<file path="config.mk">
export PLATFORM = sky130hd
export DESIGN_NAME = alu_seq
export DESIGN_NICKNAME = d
export VERILOG_FILES = /design/src/rtl/alu_pkg.sv /design/src/rtl/alu_muldiv_iter.sv /design/src/rtl/alu_seq.sv
export SDC_FILE = /design/constraint.sdc
export NUM_CORES = 1
export LEC_CHECK = 0
export ABC_AREA = 0
export CAP_MARGIN = 20
export CORE_AREA = 2 2 88 133
export DETAILED_ROUTE_END_ITERATION = 6
export DIE_AREA = 0 0 90 135
export PLACE_DENSITY_LB_ADDON = 0.15
export SKIP_LAST_GASP = 1
export SLEW_MARGIN = 0
export SYNTH_ARGS = -nofsm -noshare
export SYNTH_HDL_FRONTEND = slang
export SYNTH_SLANG_ARGS = --single-unit
export TNS_END_PERCENT = 20
</file>
<file path="constraint.sdc">
create_clock -name clk -period 4.07 [get_ports clk]
set_clock_uncertainty 0.05 [all_clocks]
set_input_delay 0.814 -clock clk [delete_from_list [all_inputs] [get_ports clk]]
set_output_delay 0.814 -clock clk [all_outputs]
set_load 0.02 [all_outputs]
</file>
<file path="src/rtl/alu_pkg.sv">
// alu_pkg: shared opcode and FSM state encodings for the sequential ALU.
package alu_pkg;

   localparam int DEFAULT_WIDTH = 8;

   typedef enum logic [2:0] {
      OP_ADD = 3'b000,
      OP_SUB = 3'b001,
      OP_AND = 3'b010,
      OP_OR  = 3'b011,
      OP_XOR = 3'b100,
      OP_MUL = 3'b101,
      OP_DIV = 3'b110,
      OP_EQ  = 3'b111
   } opcode_e;

   typedef enum logic [1:0] {
      S_IDLE = 2'd0,
      S_BUSY = 2'd1,
      S_DONE = 2'd2
   } state_e;

endpackage

</file>
<file path="src/rtl/alu_muldiv_iter.sv">
// alu_muldiv_iter: one-bit-per-step unsigned shift-add multiplier and
// restoring divider. After WIDTH steps {hi, lo} holds a*b (MUL) or
// hi = a % b, lo = a / b (DIV). Pure datapath, so no reset.
module alu_muldiv_iter #(
   parameter int WIDTH = 8
) (
   input  logic             clk,
   input  logic             start,
   input  logic             is_div,
   input  logic [WIDTH-1:0] a,
   input  logic [WIDTH-1:0] b,
   input  logic             step,
   output logic [WIDTH-1:0] lo,
   output logic [WIDTH-1:0] hi
);

   logic [WIDTH-1:0] b_q;
   logic             is_div_q;
   logic [WIDTH:0]   mul_sum;
   logic [WIDTH:0]   div_shift;
   logic [WIDTH:0]   div_diff;

   // Candidate next values for one multiply or divide step.
   always_comb begin
      mul_sum   = {1'b0, hi} + (lo[0] ? {1'b0, b_q} : {(WIDTH+1){1'b0}});
      div_shift = {hi, lo[WIDTH-1]};
      div_diff  = div_shift - {1'b0, b_q};
   end

   // Load operands on start, then advance one step per enabled cycle.
   // For DIV the quotient bits shift into lo as the dividend shifts out;
   // div_diff[WIDTH] set means the trial subtract underflowed.
   always_ff @(posedge clk) begin
      if (start) begin
         hi       <= '0;
         lo       <= a;
         b_q      <= b;
         is_div_q <= is_div;
      end else if (step) begin
         if (is_div_q) begin
            if (!div_diff[WIDTH]) begin
               hi <= div_diff[WIDTH-1:0];
               lo <= {lo[WIDTH-2:0], 1'b1};
            end else begin
               hi <= div_shift[WIDTH-1:0];
               lo <= {lo[WIDTH-2:0], 1'b0};
            end
         end else begin
            {hi, lo} <= {mul_sum, lo[WIDTH-1:1]};
         end
      end
   end

endmodule

</file>
<file path="src/rtl/alu_seq.sv">
// alu_seq: multi-cycle ALU with valid/ready handshakes. Single-cycle ops
// complete one cycle after accept; MUL and DIV (b != 0) iterate WIDTH
// steps in alu_muldiv_iter. Optional macro ALU_FLAGS_EN adds registered
// zero_flag and neg_flag outputs.
module alu_seq
   import alu_pkg::*;
#(
   parameter int WIDTH = DEFAULT_WIDTH,
   parameter int CNT_W = $clog2(WIDTH+1)
) (
   input  logic             clk,
   input  logic             rst_n,
   input  logic             in_valid,
   output logic             in_ready,
   input  logic [2:0]       opcode,
   input  logic [WIDTH-1:0] a,
   input  logic [WIDTH-1:0] b,
   output logic             out_valid,
   input  logic             out_ready,
   output logic [WIDTH-1:0] result,
   output logic [WIDTH-1:0] result_hi,
   output logic             carry,
   output logic             div_by_zero
`ifdef ALU_FLAGS_EN
   ,
   output logic             zero_flag,
   output logic             neg_flag
`endif
);

   state_e           state, state_nxt;
   logic [CNT_W-1:0] cnt;
   opcode_e          op_q;
   logic [WIDTH-1:0] a_q, b_q;
   logic             accept;
   logic             iter_in;
   logic             capture;
   logic [WIDTH:0]   sum_w, diff_w;
   logic [WIDTH-1:0] it_lo, it_hi;
   logic [WIDTH-1:0] res_lo, res_hi;
   logic             res_c, res_dz;

   assign in_ready = (state == S_IDLE);
   assign accept   = in_valid && in_ready;
   assign iter_in  = (opcode == OP_MUL) || ((opcode == OP_DIV) && (b != '0));
   // Results are captured on the first DONE cycle, which is what makes
   // out_valid land one cycle after the state enters DONE.
   assign capture  = (state == S_DONE) && !out_valid;

   // State register.
   always_ff @(posedge clk or negedge rst_n) begin
      if (!rst_n) state <= S_IDLE;
      else        state <= state_nxt;
   end

   // Next-state logic.
   always_comb begin
      state_nxt = state;
      case (state)
         S_IDLE: if (accept) state_nxt = iter_in ? S_BUSY : S_DONE;
         S_BUSY: if (cnt == CNT_W'(1)) state_nxt = S_DONE;
         S_DONE: if (out_valid && out_ready) state_nxt = S_IDLE;
         default: state_nxt = S_IDLE;
      endcase
   end

   // Iteration counter: loaded with WIDTH on an iterative accept.
   always_ff @(posedge clk or negedge rst_n) begin
      if (!rst_n)                 cnt <= '0;
      else if (accept && iter_in) cnt <= CNT_W'(WIDTH);
      else if (state == S_BUSY)   cnt <= cnt - CNT_W'(1);
   end

   // Operand latch on accept.
   always_ff @(posedge clk) begin
      if (accept) begin
         op_q <= opcode_e'(opcode);
         a_q  <= a;
         b_q  <= b;
      end
   end

   alu_muldiv_iter #(.WIDTH(WIDTH)) u_muldiv (
      .clk    (clk),
      .start  (accept && iter_in),
      .is_div (opcode == OP_DIV),
      .a      (a),
      .b      (b),
      .step   (state == S_BUSY),
      .lo     (it_lo),
      .hi     (it_hi)
   );

   // Result selection from latched operands or the iterative datapath.
   always_comb begin
      sum_w  = {1'b0, a_q} + {1'b0, b_q};
      diff_w = {1'b0, a_q} - {1'b0, b_q};
      res_lo = '0;
      res_hi = '0;
      res_c  = 1'b0;
      res_dz = 1'b0;
      case (op_q)
         OP_ADD: begin res_lo = sum_w[WIDTH-1:0];  res_c = sum_w[WIDTH];  end
         OP_SUB: begin res_lo = diff_w[WIDTH-1:0]; res_c = diff_w[WIDTH]; end
         OP_AND: res_lo = a_q & b_q;
         OP_OR:  res_lo = a_q | b_q;
         OP_XOR: res_lo = a_q ^ b_q;
         OP_EQ:  res_lo = {{(WIDTH-1){1'b0}}, (a_q == b_q)};
         OP_MUL: begin res_lo = it_lo; res_hi = it_hi; res_c = |it_hi; end
         OP_DIV: begin
            if (b_q == '0) begin
               res_hi = a_q;
               res_c  = 1'b1;
               res_dz = 1'b1;
            end else begin
               res_lo = it_lo;
               res_hi = it_hi;
            end
         end
         default: res_lo = '0;
      endcase
   end

   // Output bundle: captured once in DONE, held until the consumer takes it.
   always_ff @(posedge clk or negedge rst_n) begin
      if (!rst_n) begin
         out_valid   <= 1'b0;
         result      <= '0;
         result_hi   <= '0;
         carry       <= 1'b0;
         div_by_zero <= 1'b0;
`ifdef ALU_FLAGS_EN
         zero_flag   <= 1'b0;
         neg_flag    <= 1'b0;
`endif
      end else if (capture) begin
         out_valid   <= 1'b1;
         result      <= res_lo;
         result_hi   <= res_hi;
         carry       <= res_c;
         div_by_zero <= res_dz;
`ifdef ALU_FLAGS_EN
         zero_flag   <= (res_lo == '0) && (res_hi == '0);
         neg_flag    <= res_lo[WIDTH-1];
`endif
      end else if (out_valid && out_ready) begin
         out_valid <= 1'b0;
      end
   end

endmodule

</file>
# --- Yosys cells after proc, flatten, opt, wreduce, memory -nomap -nowiden ---
# Cells that the tools add are included.
totals:
  regBits: 69
  input_bits: 23
  output_inout_bits: 20
  word_cells: 76
classes:
  add_sub_neg: 5
  n_eq_ne: 16
  mux: 23
  bitwise_logic: 3
  n_reduce_logical: 15
ops:
  columns: ["op", "count"]
  rows:
  - ["two-way mux 8 bit", 8]
  - ["case mux 8 bit (8 select lines)", 1]
  - ["equality test 3 bit (second input constant)", 6]
  - ["case mux 8 bit (2 select lines)", 1]
  - ["adder 8 x 8 -> 9 bit", 1]
  - ["adder 8 x 9 -> 9 bit", 1]
  - ["subtractor 8 x 8 -> 9 bit", 1]
  - ["subtractor 9 x 8 -> 9 bit", 1]
  - ["AND 8 bit", 1]
  - ["equality test 8 bit", 1]
  - ["zero test 8 bit", 1]
  - ["two-way mux 2 bit", 4]
  - ["two-way mux 4 bit", 2]
  - ["OR 8 bit", 1]
  - ["nonzero test 8 bit", 1]
  - ["OR reduction 8 bit", 1]
  - ["XOR 8 bit", 1]
  - ["equality test 3 x 2 -> 1 bit (second input constant)", 2]
  - ["case mux 2 bit (3 select lines)", 1]
  - ["logical AND 1 bit", 5]
  - ["two-way mux 1 bit", 5]
  - ["equality test 4 x 1 -> 1 bit (second input constant)", 1]
  - ["inequality test 2 x 1 -> 1 bit (second input constant)", 2]
  - ["case mux 1 bit (4 select lines)", 1]
  - ["other kinds (11)", 12]

# --- Logic depth before layout (Yosys ltp) ---
depth:
  depth_word: 6
  ltp_mapped: 10
  ltp_nobuf: 10

# --- Hierarchy ---
# From an unflattened synthesis, not the netlist that was laid out.
hier_totals:
  cells_unflattened: 541
  area_unflattened_um2: 4968.5
by_module_without_submodules:
  columns: ["module", "n_inst", "cells_each", "area_each_um2", "seq_area_each_um2"]
  rows:
  - ["alu_seq", 1, 315, 2914.0, 1196.1]
  - ["alu_muldiv_iter", 1, 226, 2054.5, 670.6]

# --- Least setup slack after synthesis ---
# No wires, ideal clock.
synth_path:
  path_type: "input to register"
  from: "in in_valid"
  to: "reg u_muldiv.lo[0] (enable)"
  setup_ns: 0.329
  t_arrival_ns: 3.047
  required_ns: 3.691
  setup_slack_ns: 0.644
  stages: 6
  path_buffers: 2
  path_cell_list: "inv_1 > nor3_1 > nand3_1 > buf_2 > buf_2 > nand2_1"
synth_between:
  elab_chain_cells: 3
synth_lines:
  columns: ["element", "line", "rtl"]
  rows:
  - ["start, declared", "alu_seq.sv:13", "input logic in_valid,"]
  - ["logical AND 1 bit", "alu_seq.sv:44", "assign accept = in_valid && in_ready;"]
  - ["via accept", "alu_seq.sv:35", "logic accept;"]
  - ["logical AND 1 bit", "alu_seq.sv:85", ".start (accept && iter_in),"]
  - ["nonzero test 2 bit (no source line)", null, null]
  - ["end signal, assigned", "alu_muldiv_iter.sv:43", "lo <= {lo[WIDTH-2:0], 1'b1};"]
  - ["end signal, assigned", "alu_muldiv_iter.sv:46", "lo <= {lo[WIDTH-2:0], 1'b0};"]
  - ["end signal, assigned", "alu_muldiv_iter.sv:49", "{hi, lo} <= {mul_sum, lo[WIDTH-1:1]};"]
  - ["end, declared", "alu_muldiv_iter.sv:13", "output logic [WIDTH-1:0] lo,"]
# The timed path passes the listed nets, and every way through them passes these cells.
# A chain may end at the register's enable or synchronous reset.

# --- Final worst setup path ---
layout_path:
  from: "in b[5]"
  to: "reg u_muldiv.lo[7] (enable)"
layout_between:
  elab_chain_cells: 5
layout_lines:
  columns: ["element", "line", "rtl"]
  rows:
  - ["start, declared", "alu_seq.sv:17", "input logic [WIDTH-1:0] b,"]
  - ["nonzero test 8 bit", "alu_seq.sv:45", "assign iter_in = (opcode == OP_MUL) || ((opcode == OP_DIV) && (b != '0));"]
  - ["logical AND 1 bit", "alu_seq.sv:45", null]
  - ["logical OR 1 bit", "alu_seq.sv:45", null]
  - ["logical AND 1 bit", "alu_seq.sv:85", null]
  - ["nonzero test 2 bit (no source line)", null, null]
# No other way between the ends.

==> results_dict.tcl <==
set metrics [dict create \
    slew_violations 0 \
    cp_num_cells 6 \
    max_stage_delay_ns 0.55 \
    grt_pass1_wl_mm 22.0 \
    critPathArrivalTime_ns 2.97 \
    p_per_area_mw_per_mm2 660 \
    min_period_ns 3.02 \
    max_freq_ghz 0.331 \
    vias 4082 \
    synth-xor-area-share 0.0344 \
    routedWlPerCell_um 19.7 \
    p_leak_nw 2.37 \
    n_antenna_cell 0 \
    synth.distinct_cells 64 \
    rows 47 \
    ir_drop_mv 0.371 \
    clockBufferDepth 2 \
    io_buffers 42 \
    core_mm2 0.0109 \
    final_cell_mix "44 x inv_1, 42 x nand2_1, 42 x ha_1, 42 x clkdlybuf4s50_1, 40 x o21ai_0" \
    crit_chain "clkdlybuf4s50_1 > or4_1 > o211ai_1 > o21ai_1 > nand3_1 > nand2_1" \
    post-cts-setup-buffers 0 \
    netlist_area_mm2 0.00488 \
    grt_pass1_vias 4079 \
    ys_seq_area_frac 0.383 \
    synth_compound_area_frac 0.208 \
    cts_tree "done" \
    postCtsResizedCells 0 \
    status "finished clean" \
    hold_path_class "reg2reg" \
    power.total_mw 3.77 \
    synth.avg_cell_area_um2 9.32 \
    clk_latency_ns 0.34 \
    grt_max_degree 29 \
    synth_seq_cells 69 \
    path_class "in2reg" \
    syn2layout_area_growth_pct 17.1 \
    worstPathRequired_ns 4.02 \
    intPower_mw 2.19 \
    cts-buffers-inserted 9 \
    pwr-share-seq 0.321 \
    routed_wl_mm 14.0 \
    htree_levels 3 \
    ys_warn_count 0 \
    drt_first_pass_iters 5 \
    drc 0 \
    cp_top_family "simple AND/OR/NAND/NOR gates" \
    cts_sinks 69 \
    power_frac_comb 0.474 \
    die-area_mm2 0.0122 \
    synthAdderAreaFrac 0.124 \
    dp_hpwl_mm 11.2 \
    finalSetupViolations 0 \
    layout_commonest_cell "inv_1" \
    synth-edff-count 36 \
    hold_buffers 0 \
    cts.clk_slew.worst_paths_ns 0.06 \
    synth_ff_type "edfxtp_1" \
    place.gp.congestion 0.933 \
    cts-root-buf "clkbuf_16" \
    synth_fp_nets 592 \
    synth_mux_area_frac 0.0470 \
    dieWidth_um 90 \
    vias_per_cell 5.75 \
    track_usage 0.238 \
    final_antenna_net_count 0 \
    cp_max_fo 16 \
    stdcell_area_mm2 0.00571 \
    crit_path_start_kind "input pin" \
    reg2reg_depth 10 \
    timing.critical_path.buf_inv 1 \
    fin_setup_tns_ns 0 \
    start_util 0.446 \
    hold_viol 0 \
    globalRoute.totalOverflow 0 \
    clkPwrFrac 0.205 \
    die_y_um 135 \
    async_reset_ff_frac 0.362 \
    synth_top_family_by_area "compound AO/OA/AOI/OAI gates" \
    maxCapViolCount 0 \
    dpl-instance-area_mm2 0.00542 \
    crit_path_end_kind "flip-flop" \
    drt_first_iter_violations 176 \
    nNetsFinal 627 \
    period_share 0.742 \
    antenna_found_initial 0 \
    max-slew-margin-rel 0.257 \
    synth-simple-area-share 0.150 \
    rsz0062_at_grt "false" \
    tightest_slew_ns 1.12 \
    p_sw_frac 0.418 \
    whs_path_depth 2 \
    drive_gt1_frac 0.0568 \
    synthCells 523 \
    crit_slowest_cell "or4_1" \
    boundaryPins 43 \
    switchingPower_mw 1.57 \
]
[worst paths after layout]
path | slack (ns) | start | to
worst max-delay path | 1.05 | b[5] | u_muldiv.lo[7]
worst min-delay path | 0.43 | div_by_zero | div_by_zero
worst max register to register | 1.20 | u_muldiv.lo[7] | u_muldiv.hi[7]
worst min register to register | 0.43 | div_by_zero | div_by_zero
max in group asynchronous | 2.91 | rst_n | cnt[2]
min in group asynchronous | 0.80 | rst_n | result[5]
[final cells by class]
cell class                 count  area (µm²)
timing repair buffer          46         450
tap                          147         184
sequential                    69        1870
clock inverter                 7        65.1
fill                        1038        5230
inverter                      45         169
multi-input combinational    387        2750
clock buffer                   9         225
[flip-flops by register name, indices dropped and copies added (netlist names)]
name               cells
carry                  1
state                  2
result_hi              8
div_by_zero            1
result                 8
b_q                    8
a_q                    8
u_muldiv.lo            8
u_muldiv.is_div_q      1
u_muldiv.hi            8
out_valid              1
op_q                   3
u_muldiv.b_q           8
cnt                    4
[kinds of logic (layout without fill, tap and decap cells)]
group                      after synthesis  count (layout)
DFF                                     69              69
xor gates and xnor gates                17              17
and+or+nand+nor                        144             144
AOI/OAI and AO/OA                      158             158
buffers and inverters                   67             107
adders and majority gates               46              46
muxes                                   22              22
[power by group through the flow]
| stage | combinational (mW) | sequential, mW | clock, mW |
|---|---|---|---|
| after global routing | 1.98 | 1.24 | 0.813 |
| after global placement | 1.76 | 1.22 | 0 |
| after detailed placement | 1.78 | 1.22 | 0 |
| after floorplan | 1.23 | 1.18 | 0 |
| final | 1.79 | 1.21 | 0.771 |
| after CTS | 1.79 | 1.21 | 0.781 |
[layer usage]
metal,vias up,GRT usage,wire length (µm)
li1,1978,-,-
met1,1916,0.243,5020
met2,136,0.431,7370
met3,52,0.0318,492
met4,0,0.197,1120
met5,-,0,0
[per-stage QoR]
stage | hold WS [ns] | setup WS [ns] | utilization | std cells
after floorplan | 0.439 | 0.644 | - | 523
after detailed placement | 0.417 | 0.727 | 0.496 | 694
after CTS | 0.426 | 1.06 | 0.522 | 710
final | 0.426 | 1.05 | 0.522 | 710
after global routing | 0.450 | 0.881 | 0.522 | 710
after global placement | 0.415 | 0.766 | 0.496 | 694
[synthesized netlist by cell type (7+ instances only)]
| library cell | instances | area share |
|---|---|---|
| inv_1 | 44 | 0.034 |
| nor2_1 | 36 | 0.028 |
| xnor2_1 | 10 | 0.018 |
| nor2b_1 | 8 | 0.010 |
| o21ai_1 | 9 | 0.0092 |
| a22oi_1 | 8 | 0.012 |
| a211oi_1 | 8 | 0.012 |
| clkbuf_1 | 15 | 0.012 |
| mux2i_1 | 15 | 0.031 |
| nand3_1 | 7 | 0.0072 |
| nand2b_1 | 7 | 0.0090 |
| dfxtp_1 | 8 | 0.033 |
| nand2_1 | 42 | 0.032 |
| dfrtp_1 | 25 | 0.13 |
| ha_1 | 42 | 0.11 |
| a21o_1 | 8 | 0.012 |
| a21oi_1 | 35 | 0.036 |
| and2_1 | 10 | 0.013 |
| o21ai_0 | 40 | 0.041 |
| edfxtp_1 | 36 | 0.22 |
[tightest hold or removal path: stages, from the launching register on]
cell	delay [ns]
dfrtp_1	0.34
nand2_1	0.05
nand2_1	0.06
Note: power is estimated with default switching activity, not from simulation.
